--- src/rtl/rv32_pkg.sv ---
// Shared RV32 core types: ALU op codes and the M-extension sequencer bundles.
// Provides mdu_state_t, rv32_mdu_req_t, rv32_mdu_resp_t and op-class helpers.
package rv32_pkg;

  localparam logic [5:0] ALU_OP_ADD    = 6'h00;
  localparam logic [5:0] ALU_OP_SUB    = 6'h01;
  localparam logic [5:0] ALU_OP_AND    = 6'h02;
  localparam logic [5:0] ALU_OP_OR     = 6'h03;
  localparam logic [5:0] ALU_OP_XOR    = 6'h04;
  localparam logic [5:0] ALU_OP_SLL    = 6'h05;
  localparam logic [5:0] ALU_OP_MUL    = 6'h20;
  localparam logic [5:0] ALU_OP_MULH   = 6'h21;
  localparam logic [5:0] ALU_OP_MULHSU = 6'h22;
  localparam logic [5:0] ALU_OP_MULHU  = 6'h23;
  localparam logic [5:0] ALU_OP_DIV    = 6'h24;
  localparam logic [5:0] ALU_OP_DIVU   = 6'h25;
  localparam logic [5:0] ALU_OP_REM    = 6'h26;
  localparam logic [5:0] ALU_OP_REMU   = 6'h27;

  localparam int MDU_DIV_ITERS = 32;

  typedef enum logic [1:0] {
    IDLE,
    MUL,
    DIV,
    DONE
  } mdu_state_t;

  typedef struct packed {
    logic [5:0]  alu_op;
    logic [31:0] rs1;
    logic [31:0] rs2;
    logic [4:0]  rd;
  } rv32_mdu_req_t;

  typedef struct packed {
    logic [31:0] data;
    logic [4:0]  rd;
  } rv32_mdu_resp_t;

  function automatic logic is_mdu_op(input logic [5:0] op);
    return (op >= ALU_OP_MUL) && (op <= ALU_OP_REMU);
  endfunction

  function automatic logic is_div_op(input logic [5:0] op);
    return (op >= ALU_OP_DIV) && (op <= ALU_OP_REMU);
  endfunction

endpackage

--- src/rtl/mdu_div_step.sv ---
// One restoring-divide iteration, purely combinational.
// Ports: rem_in/quo_in/divisor in; rem_out/quo_out out.
module mdu_div_step #(
  parameter int XLEN = 32
) (
  input  logic [XLEN-1:0] rem_in,
  input  logic [XLEN-1:0] quo_in,
  input  logic [XLEN-1:0] divisor,
  output logic [XLEN-1:0] rem_out,
  output logic [XLEN-1:0] quo_out
);

  logic [XLEN:0]   w_shift;
  logic [XLEN-1:0] w_diff;
  logic            w_ge;

  // Partial remainder is 33 bits after the shift; the subtract result
  // always fits in XLEN bits whenever it is taken.
  assign w_shift = {rem_in, quo_in[XLEN-1]};
  assign w_ge    = w_shift >= {1'b0, divisor};
  assign w_diff  = w_shift[XLEN-1:0] - divisor;
  assign rem_out = w_ge ? w_diff : w_shift[XLEN-1:0];
  assign quo_out = {quo_in[XLEN-2:0], w_ge};

endmodule

--- src/rtl/ex_muldiv_ctrl.sv ---
// M-extension sequencer: MUL* via pipelined product, DIV/REM via 32-step
// restoring loop. Ports: clk, rst_n, req_* (valid/ready/alu_op/rs1/rs2/rd),
// flush, resp_* (valid/ready/data/rd), stall. Option: MULDIV_EARLY_OUT_EN.
module ex_muldiv_ctrl
  import rv32_pkg::*;
#(
  parameter int XLEN    = 32,
  parameter int MUL_LAT = 1
) (
  input  logic            clk,
  input  logic            rst_n,
  input  logic            req_valid,
  output logic            req_ready,
  input  logic [5:0]      req_alu_op,
  input  logic [XLEN-1:0] req_rs1,
  input  logic [XLEN-1:0] req_rs2,
  input  logic [4:0]      req_rd,
  input  logic            flush,
  output logic            resp_valid,
  input  logic            resp_ready,
  output logic [XLEN-1:0] resp_data,
  output logic [4:0]      resp_rd,
  output logic            stall
);

  mdu_state_t            r_state;
  rv32_mdu_req_t         r_req;
  rv32_mdu_resp_t        r_resp;
  logic                  r_resp_valid;
  logic [XLEN-1:0]       r_rem;
  logic [XLEN-1:0]       r_quo;
  logic [XLEN-1:0]       r_abs2;
  logic                  r_negq;
  logic                  r_negr;
  logic [4:0]            r_cnt;
  logic [1:0][XLEN-1:0]  r_mp;

  rv32_mdu_req_t   w_req;
  logic            w_accept;
  logic            w_is_div;
  logic            w_sgn_div;
  logic            w_neg1;
  logic            w_neg2;
  logic            w_dz;
  logic [XLEN-1:0] w_abs1;
  logic [XLEN-1:0] w_abs2;
  logic            w_s1;
  logic            w_s2;
  logic [63:0]     w_ma;
  logic [63:0]     w_mb;
  logic [63:0]     w_prod;
  logic [XLEN-1:0] w_mul_res;
  logic [XLEN-1:0] w_mul_fin;
  logic [XLEN-1:0] w_rem_out;
  logic [XLEN-1:0] w_quo_out;
  logic [XLEN-1:0] w_div_res;
  logic            w_is_rem;

  assign w_req = '{alu_op: req_alu_op, rs1: req_rs1,
                   rs2: req_rs2, rd: req_rd};

  assign w_accept = req_valid && (r_state == IDLE) && !flush
                    && is_mdu_op(req_alu_op);
  assign w_is_div = is_div_op(req_alu_op);

  assign w_sgn_div = (req_alu_op == ALU_OP_DIV)
                     || (req_alu_op == ALU_OP_REM);
  assign w_neg1 = w_sgn_div && req_rs1[XLEN-1];
  assign w_neg2 = w_sgn_div && req_rs2[XLEN-1];
  assign w_abs1 = w_neg1 ? -req_rs1 : req_rs1;
  assign w_abs2 = w_neg2 ? -req_rs2 : req_rs2;
  assign w_dz   = (req_rs2 == '0);

`ifdef MULDIV_EARLY_OUT_EN
  logic            w_early;
  logic [XLEN-1:0] w_early_data;
  logic            w_req_rem;
  assign w_req_rem = (req_alu_op == ALU_OP_REM)
                     || (req_alu_op == ALU_OP_REMU);
  assign w_early = w_dz || (w_abs2 > w_abs1);
  assign w_early_data = w_req_rem ? req_rs1
                      : (w_dz ? '1 : '0);
`endif

  // 33x33 signed product, sign-extended into a 64-bit multiply.
  assign w_s1 = (r_req.alu_op == ALU_OP_MULH)
                || (r_req.alu_op == ALU_OP_MULHSU);
  assign w_s2 = (r_req.alu_op == ALU_OP_MULH);
  assign w_ma = {{32{w_s1 & r_req.rs1[XLEN-1]}}, r_req.rs1};
  assign w_mb = {{32{w_s2 & r_req.rs2[XLEN-1]}}, r_req.rs2};
  assign w_prod = w_ma * w_mb;
  assign w_mul_res = (r_req.alu_op == ALU_OP_MUL)
                     ? w_prod[31:0] : w_prod[63:32];

  always_comb begin
    w_mul_fin = w_mul_res;
    if (MUL_LAT == 2) w_mul_fin = r_mp[0];
    else if (MUL_LAT >= 3) w_mul_fin = r_mp[1];
  end

  mdu_div_step #(.XLEN(XLEN)) u_step (
    .rem_in  (r_rem),
    .quo_in  (r_quo),
    .divisor (r_abs2),
    .rem_out (w_rem_out),
    .quo_out (w_quo_out)
  );

  assign w_is_rem = (r_req.alu_op == ALU_OP_REM)
                    || (r_req.alu_op == ALU_OP_REMU);
  assign w_div_res = w_is_rem
                   ? (r_negr ? -w_rem_out : w_rem_out)
                   : (r_negq ? -w_quo_out : w_quo_out);

  always_ff @(posedge clk or negedge rst_n) begin
    if (!rst_n) begin
      r_state      <= IDLE;
      r_req        <= '0;
      r_resp       <= '0;
      r_resp_valid <= 1'b0;
      r_rem        <= '0;
      r_quo        <= '0;
      r_abs2       <= '0;
      r_negq       <= 1'b0;
      r_negr       <= 1'b0;
      r_cnt        <= '0;
      r_mp         <= '0;
    end else if (flush) begin
      r_state      <= IDLE;
      r_resp_valid <= 1'b0;
    end else begin
      unique case (r_state)
        IDLE: if (w_accept) begin
          r_req  <= w_req;
          r_rem  <= '0;
          r_quo  <= w_abs1;
          r_abs2 <= w_abs2;
          // Divide by zero keeps an all-ones quotient unsigned.
          r_negq <= (w_neg1 ^ w_neg2) && !w_dz;
          r_negr <= w_neg1;
          if (w_is_div) begin
`ifdef MULDIV_EARLY_OUT_EN
            if (w_early) begin
              r_state      <= DONE;
              r_resp_valid <= 1'b1;
              r_resp       <= '{data: w_early_data, rd: req_rd};
            end else begin
              r_state <= DIV;
              r_cnt   <= 5'(MDU_DIV_ITERS - 1);
            end
`else
            r_state <= DIV;
            r_cnt   <= 5'(MDU_DIV_ITERS - 1);
`endif
          end else begin
            r_state <= MUL;
            r_cnt   <= 5'(MUL_LAT - 1);
          end
        end
        MUL: begin
          r_mp[0] <= w_mul_res;
          r_mp[1] <= r_mp[0];
          if (r_cnt == '0) begin
            r_state      <= DONE;
            r_resp_valid <= 1'b1;
            r_resp       <= '{data: w_mul_fin, rd: r_req.rd};
          end else begin
            r_cnt <= r_cnt - 5'd1;
          end
        end
        DIV: begin
          r_rem <= w_rem_out;
          r_quo <= w_quo_out;
          if (r_cnt == '0) begin
            r_state      <= DONE;
            r_resp_valid <= 1'b1;
            r_resp       <= '{data: w_div_res, rd: r_req.rd};
          end else begin
            r_cnt <= r_cnt - 5'd1;
          end
        end
        DONE: if (resp_ready) begin
          r_state      <= IDLE;
          r_resp_valid <= 1'b0;
        end
        default: r_state <= IDLE;
      endcase
    end
  end

  assign req_ready  = (r_state == IDLE);
  assign resp_valid = r_resp_valid;
  assign resp_data  = r_resp.data;
  assign resp_rd    = r_resp.rd;
  assign stall = w_accept
               || ((r_state != IDLE)
                   && !((r_state == DONE) && resp_ready));

endmodule

--- config.mk ---
export PLATFORM = sky130hd
export DESIGN_NAME = ex_muldiv_ctrl
export DESIGN_NICKNAME = d
export VERILOG_FILES = /design/src/rtl/rv32_pkg.sv /design/src/rtl/mdu_div_step.sv /design/src/rtl/ex_muldiv_ctrl.sv
export SDC_FILE = /design/constraint.sdc
export NUM_CORES = 2
export LEC_CHECK = 0
export ABC_AREA = 1
export CAP_MARGIN = 20
export CORE_MARGIN = 5
export CORE_UTILIZATION = 30
export CTS_CLUSTER_DIAMETER = 100
export CTS_CLUSTER_SIZE = 8
export DETAILED_ROUTE_END_ITERATION = 16
export DONT_BUFFER_PORTS = 1
export PLACE_DENSITY = 0.41
export RECOVER_POWER = 50
export SETUP_SLACK_MARGIN = 0.02
export SLEW_MARGIN = 25
export SYNTH_ARGS = -nofsm -noshare
export SYNTH_HDL_FRONTEND = slang
export SYNTH_SLANG_ARGS = --single-unit
--- constraint.sdc ---
create_clock -name clk -period 14.38 [get_ports clk]
set_input_delay 2.876 -clock clk [delete_from_list [all_inputs] [get_ports clk]]
set_output_delay 2.876 -clock clk [all_outputs]
set_load 0.005 [all_outputs]
==> flow_metrics.env <==
export IMPL_clk_pin_slew_worst_paths_ps=50
export IMPL_synth_cell_types=61
export IMPL_port_buffers=0
export IMPL_dieHeight_um=437
export IMPL_hp_class="reg2reg"
export IMPL_cell_types_with_the_largest_area_share_after_synthesis="sky130_fd_sc_hd__fa_1 (41%), sky130_fd_sc_hd__nand2_1 (13%), sky130_fd_sc_hd__inv_1 (13%), sky130_fd_sc_hd__dfrtp_1 (9.9%), sky130_fd_sc_hd__ha_1 (5.8%)"
export IMPL_detail_route_wirelength_um=211000
export IMPL_start_util=0.302
export IMPL_synth_edff_count=0
export IMPL_timing_clock_skew_ps=48.6
export IMPL_largest_net_degree_at_the_start_of_global_routing=218
export IMPL_worstSetupStartpointType="register"
export IMPL_max_clock_freq_mhz=105
export IMPL_detail_route_first_pass_iterations=6
export IMPL_die_area_um2=191000
export IMPL_setup_viol_count_final=0
export IMPL_overflow=0
export IMPL_r2r_end="resp_data[13]"
export IMPL_worst_skew_pair_late_latency_ps=590
export IMPL_cts_made_buffers=36
export IMPL_cts_sinks=217
export IMPL_yosysTopAreaCellShare=0.412
export IMPL_synth_most_common_cell="sky130_fd_sc_hd__nand2_1"
export IMPL_period_needed_ps=9550
export IMPL_worstPathRequired_ps=14820
export IMPL_reg2reg_depth=29
export IMPL_ys_dominant_reg_cell="sky130_fd_sc_hd__dfrtp_1"
export IMPL_worst_path_max_fanout=22
export IMPL_io_pins=120
export IMPL_grtUsageTotal=0.221
export IMPL_place_detailed_hpwl_um=171000
export IMPL_placementRows=156
export IMPL_timing_final_crit_share=0.664
export IMPL_chipWidth_um=437
export IMPL_post_drt_wl_per_cell_um=22.4
export IMPL_cts_tree="built"
export IMPL_synth_common_cells="sky130_fd_sc_hd__nand2_1 (1950), sky130_fd_sc_hd__inv_1 (1852), sky130_fd_sc_hd__fa_1 (1126), sky130_fd_sc_hd__nor2_1 (327), sky130_fd_sc_hd__clkbuf_1 (323)"
export IMPL_quantity_of_hold_fixing_buffers_added_after_cts=0
export IMPL_ys_warnings_count=0
export IMPL_path_class="reg2reg"
export IMPL_hold_depth=2
export IMPL_number_of_antenna_violations_at_the_first_check_in_global_routing=10
export IMPL_cts_htree_levels=2
export IMPL_status="complete, but fails checks"
export IMPL_clock_tree_root_driver_cell="sky130_fd_sc_hd__clkbuf_16"
export IMPL_clock_path_buffers=3
export IMPL_design_core_area_um2=181000
export IMPL_reg2reg_setup_slack_ps=4830
export IMPL_post_synthesis_cells=7241
export IMPL_setup_tns_final_ps=0
export IMPL_fin_hold_ws_ps=449
export IMPL_finalWeightedCongestion=0.944
export IMPL_syn_avg_cell_area_um2=7.56
export IMPL_holdPathEnd="r_req[74]"
export IMPL_timing_rr_start="r_req[36]"
export IMPL_timing_critical_path_max_delay_family="adder cells"
export IMPL_grt_first_pass_wirelength_um=317000
export IMPL_grt_pass1_vias=47300
export IMPL_worst_path_max_delay_cell="sky130_fd_sc_hd__o21ai_0"
export IMPL_timing_critical_path_buf_inv=9
export IMPL_drive_gt1_frac=0.0349
export IMPL_grt_setup_unrepaired="false"
export IMPL_min_delay_start="r_req[74]"
export IMPL_synth_area_leader_cell="sky130_fd_sc_hd__fa_1"
export IMPL_via_count=45200
export IMPL_setup_worst_path_end_class="register"
export IMPL_critical_path_top_cell_by_count="sky130_fd_sc_hd__fa_1"
export IMPL_cp_arrival_ps=9990
export IMPL_count_of_nets_left_with_antenna_violations_after_detail_routing=0
export IMPL_postSynthRegisterBits=217
export IMPL_layout_area_overhead_vs_synth_pct=6.25
export IMPL_slew_limit_headroom=-0.670
export IMPL_ctsResizeCount=0
export IMPL_hold_violations=0
export IMPL_final_max_slew_violation_count=42
export IMPL_num_fill_cells=19700
export IMPL_final_nets=8489
export IMPL_net_count_synth=8701
export IMPL_drcViolationCount=0
export IMPL_syn_cell_area_um2=54800
export IMPL_vias_per_cell=4.80
export IMPL_dr_first_iter_drc_count=3224
export IMPL_max_cap_violations=1
export IMPL_timing_worst_slew_pin_value_ps=2500
export IMPL_ys_async_rst_share=1.00
export IMPL_violations="max-capacitance violations, max-slew violations"
export IMPL_postCtsSetupBuffers=0
export IMPL_cpPeakStageDelay_ps=530
export IMPL_fraction_of_the_yosys_area_taken_by_sequential_cells=0.0992
metrics by stage:
step / utilization / cell area (um^2) / setup slack (ps) / std cells
after floorplan: - / 54800 / 6180 / 7241
after global placement: 0.315 / 57100 / 4690 / 9361
after detailed placement: 0.315 / 57100 / 4800 / 9361
after CTS: 0.321 / 58200 / 4740 / 9410
after global routing: 0.321 / 58200 / 4480 / 9414
final: 0.321 / 58200 / 4830 / 9417
layer usage:
metal | vias to the layer above | share of wire | global-route usage
met2 | 1182 | 0.47 | 0.365
met1 | 23300 | 0.46 | 0.313
li1 | 20600 | - | -
met4 | 0 | 0.017 | 0.0337
met5 | - | 0 | 0
met3 | 144 | 0.058 | 0.0322
worst min-delay path, delay by kind of cell, from the launching register on:
| kind | cells | cell delay [ps] |
|---|---|---|
| simple gates | 1 | 50 |
| buf+inv | 1 | 50 |
| flops | 1 | 310 |
sequential cells by signal (all words and copies together), names as in the netlist:
| register | cells |
|---|---|
| r_negq | 1 |
| r_cnt | 5 |
| resp_data | 32 |
| r_quo | 32 |
| resp_rd | 5 |
| r_rem | 32 |
| resp_valid | 1 |
| r_negr | 1 |
| r_state | 2 |
| r_abs2 | 31 |
| r_req | 75 |
layout by cell type (no fill, tap or decap), types with 15 or more instances in the layout:
cell / instances
sky130_fd_sc_hd__o211ai_1: 15
sky130_fd_sc_hd__nand2_1: 1950
sky130_fd_sc_hd__o21ai_0: 281
sky130_fd_sc_hd__nand3_1: 202
sky130_fd_sc_hd__fa_1: 1126
sky130_fd_sc_hd__inv_1: 1853
sky130_fd_sc_hd__a21oi_1: 231
sky130_fd_sc_hd__nor2_2: 15
sky130_fd_sc_hd__inv_2: 15
sky130_fd_sc_hd__xnor2_1: 27
sky130_fd_sc_hd__xor2_1: 45
sky130_fd_sc_hd__or2_2: 20
sky130_fd_sc_hd__o22ai_1: 33
sky130_fd_sc_hd__a31oi_1: 33
sky130_fd_sc_hd__nand4_1: 39
sky130_fd_sc_hd__nor3_1: 43
sky130_fd_sc_hd__clkbuf_16: 36
sky130_fd_sc_hd__buf_4: 103
sky130_fd_sc_hd__dfrtp_1: 215
sky130_fd_sc_hd__nand2_2: 21
sky130_fd_sc_hd__nor2_1: 327
sky130_fd_sc_hd__ha_1: 253
sky130_fd_sc_hd__a21o_1: 18
how the worst max path moves through the flow:
stage | from | to | cells past startpoint
after floorplan | r_req[70] | resp_data[28] | 33
after global placement | r_req[36] | resp_data[13] | 29
after detailed placement | r_req[36] | resp_data[13] | 29
after CTS | r_req[36] | resp_data[13] | 29
after global routing | r_req[73] | resp_data[13] | 32
final | r_req[36] | resp_data[13] | 29
cell families (layout without fill, tap and decap cells):
kind of cell,count (synthesis),count (layout),synth area share
buffers and inverters,2225,2024,0.154
other,0,7,0
AND/OR/NAND/NOR,2658,2658,0.196
XOR/XNOR,72,72,0.0115
adder cells (fa/ha/maj),1380,1380,0.470
flip-flops,217,217,0.0992
AO/OA/AOI/OAI,686,686,0.0696
multiplexers,3,3,0.000548
cell type report:
type / instances / area, um^2 / share of cell area
multi-input combinational: 4799 / 40900 / 0.703
antenna: 7 / 17.5 / 0.000301
sequential: 217 / 5430 / 0.0934
timing repair buffer: 104 / 777 / 0.0134
inverter: 1871 / 7020 / 0.121
clock inverter: 8 / 105 / 0.00181
tap: 2370 / 2970 / 0.0510
clock buffer: 41 / 930 / 0.0160
Power is not shown: default switching activity piles up to over one toggle a cycle in this logic, so the estimate is an artifact.
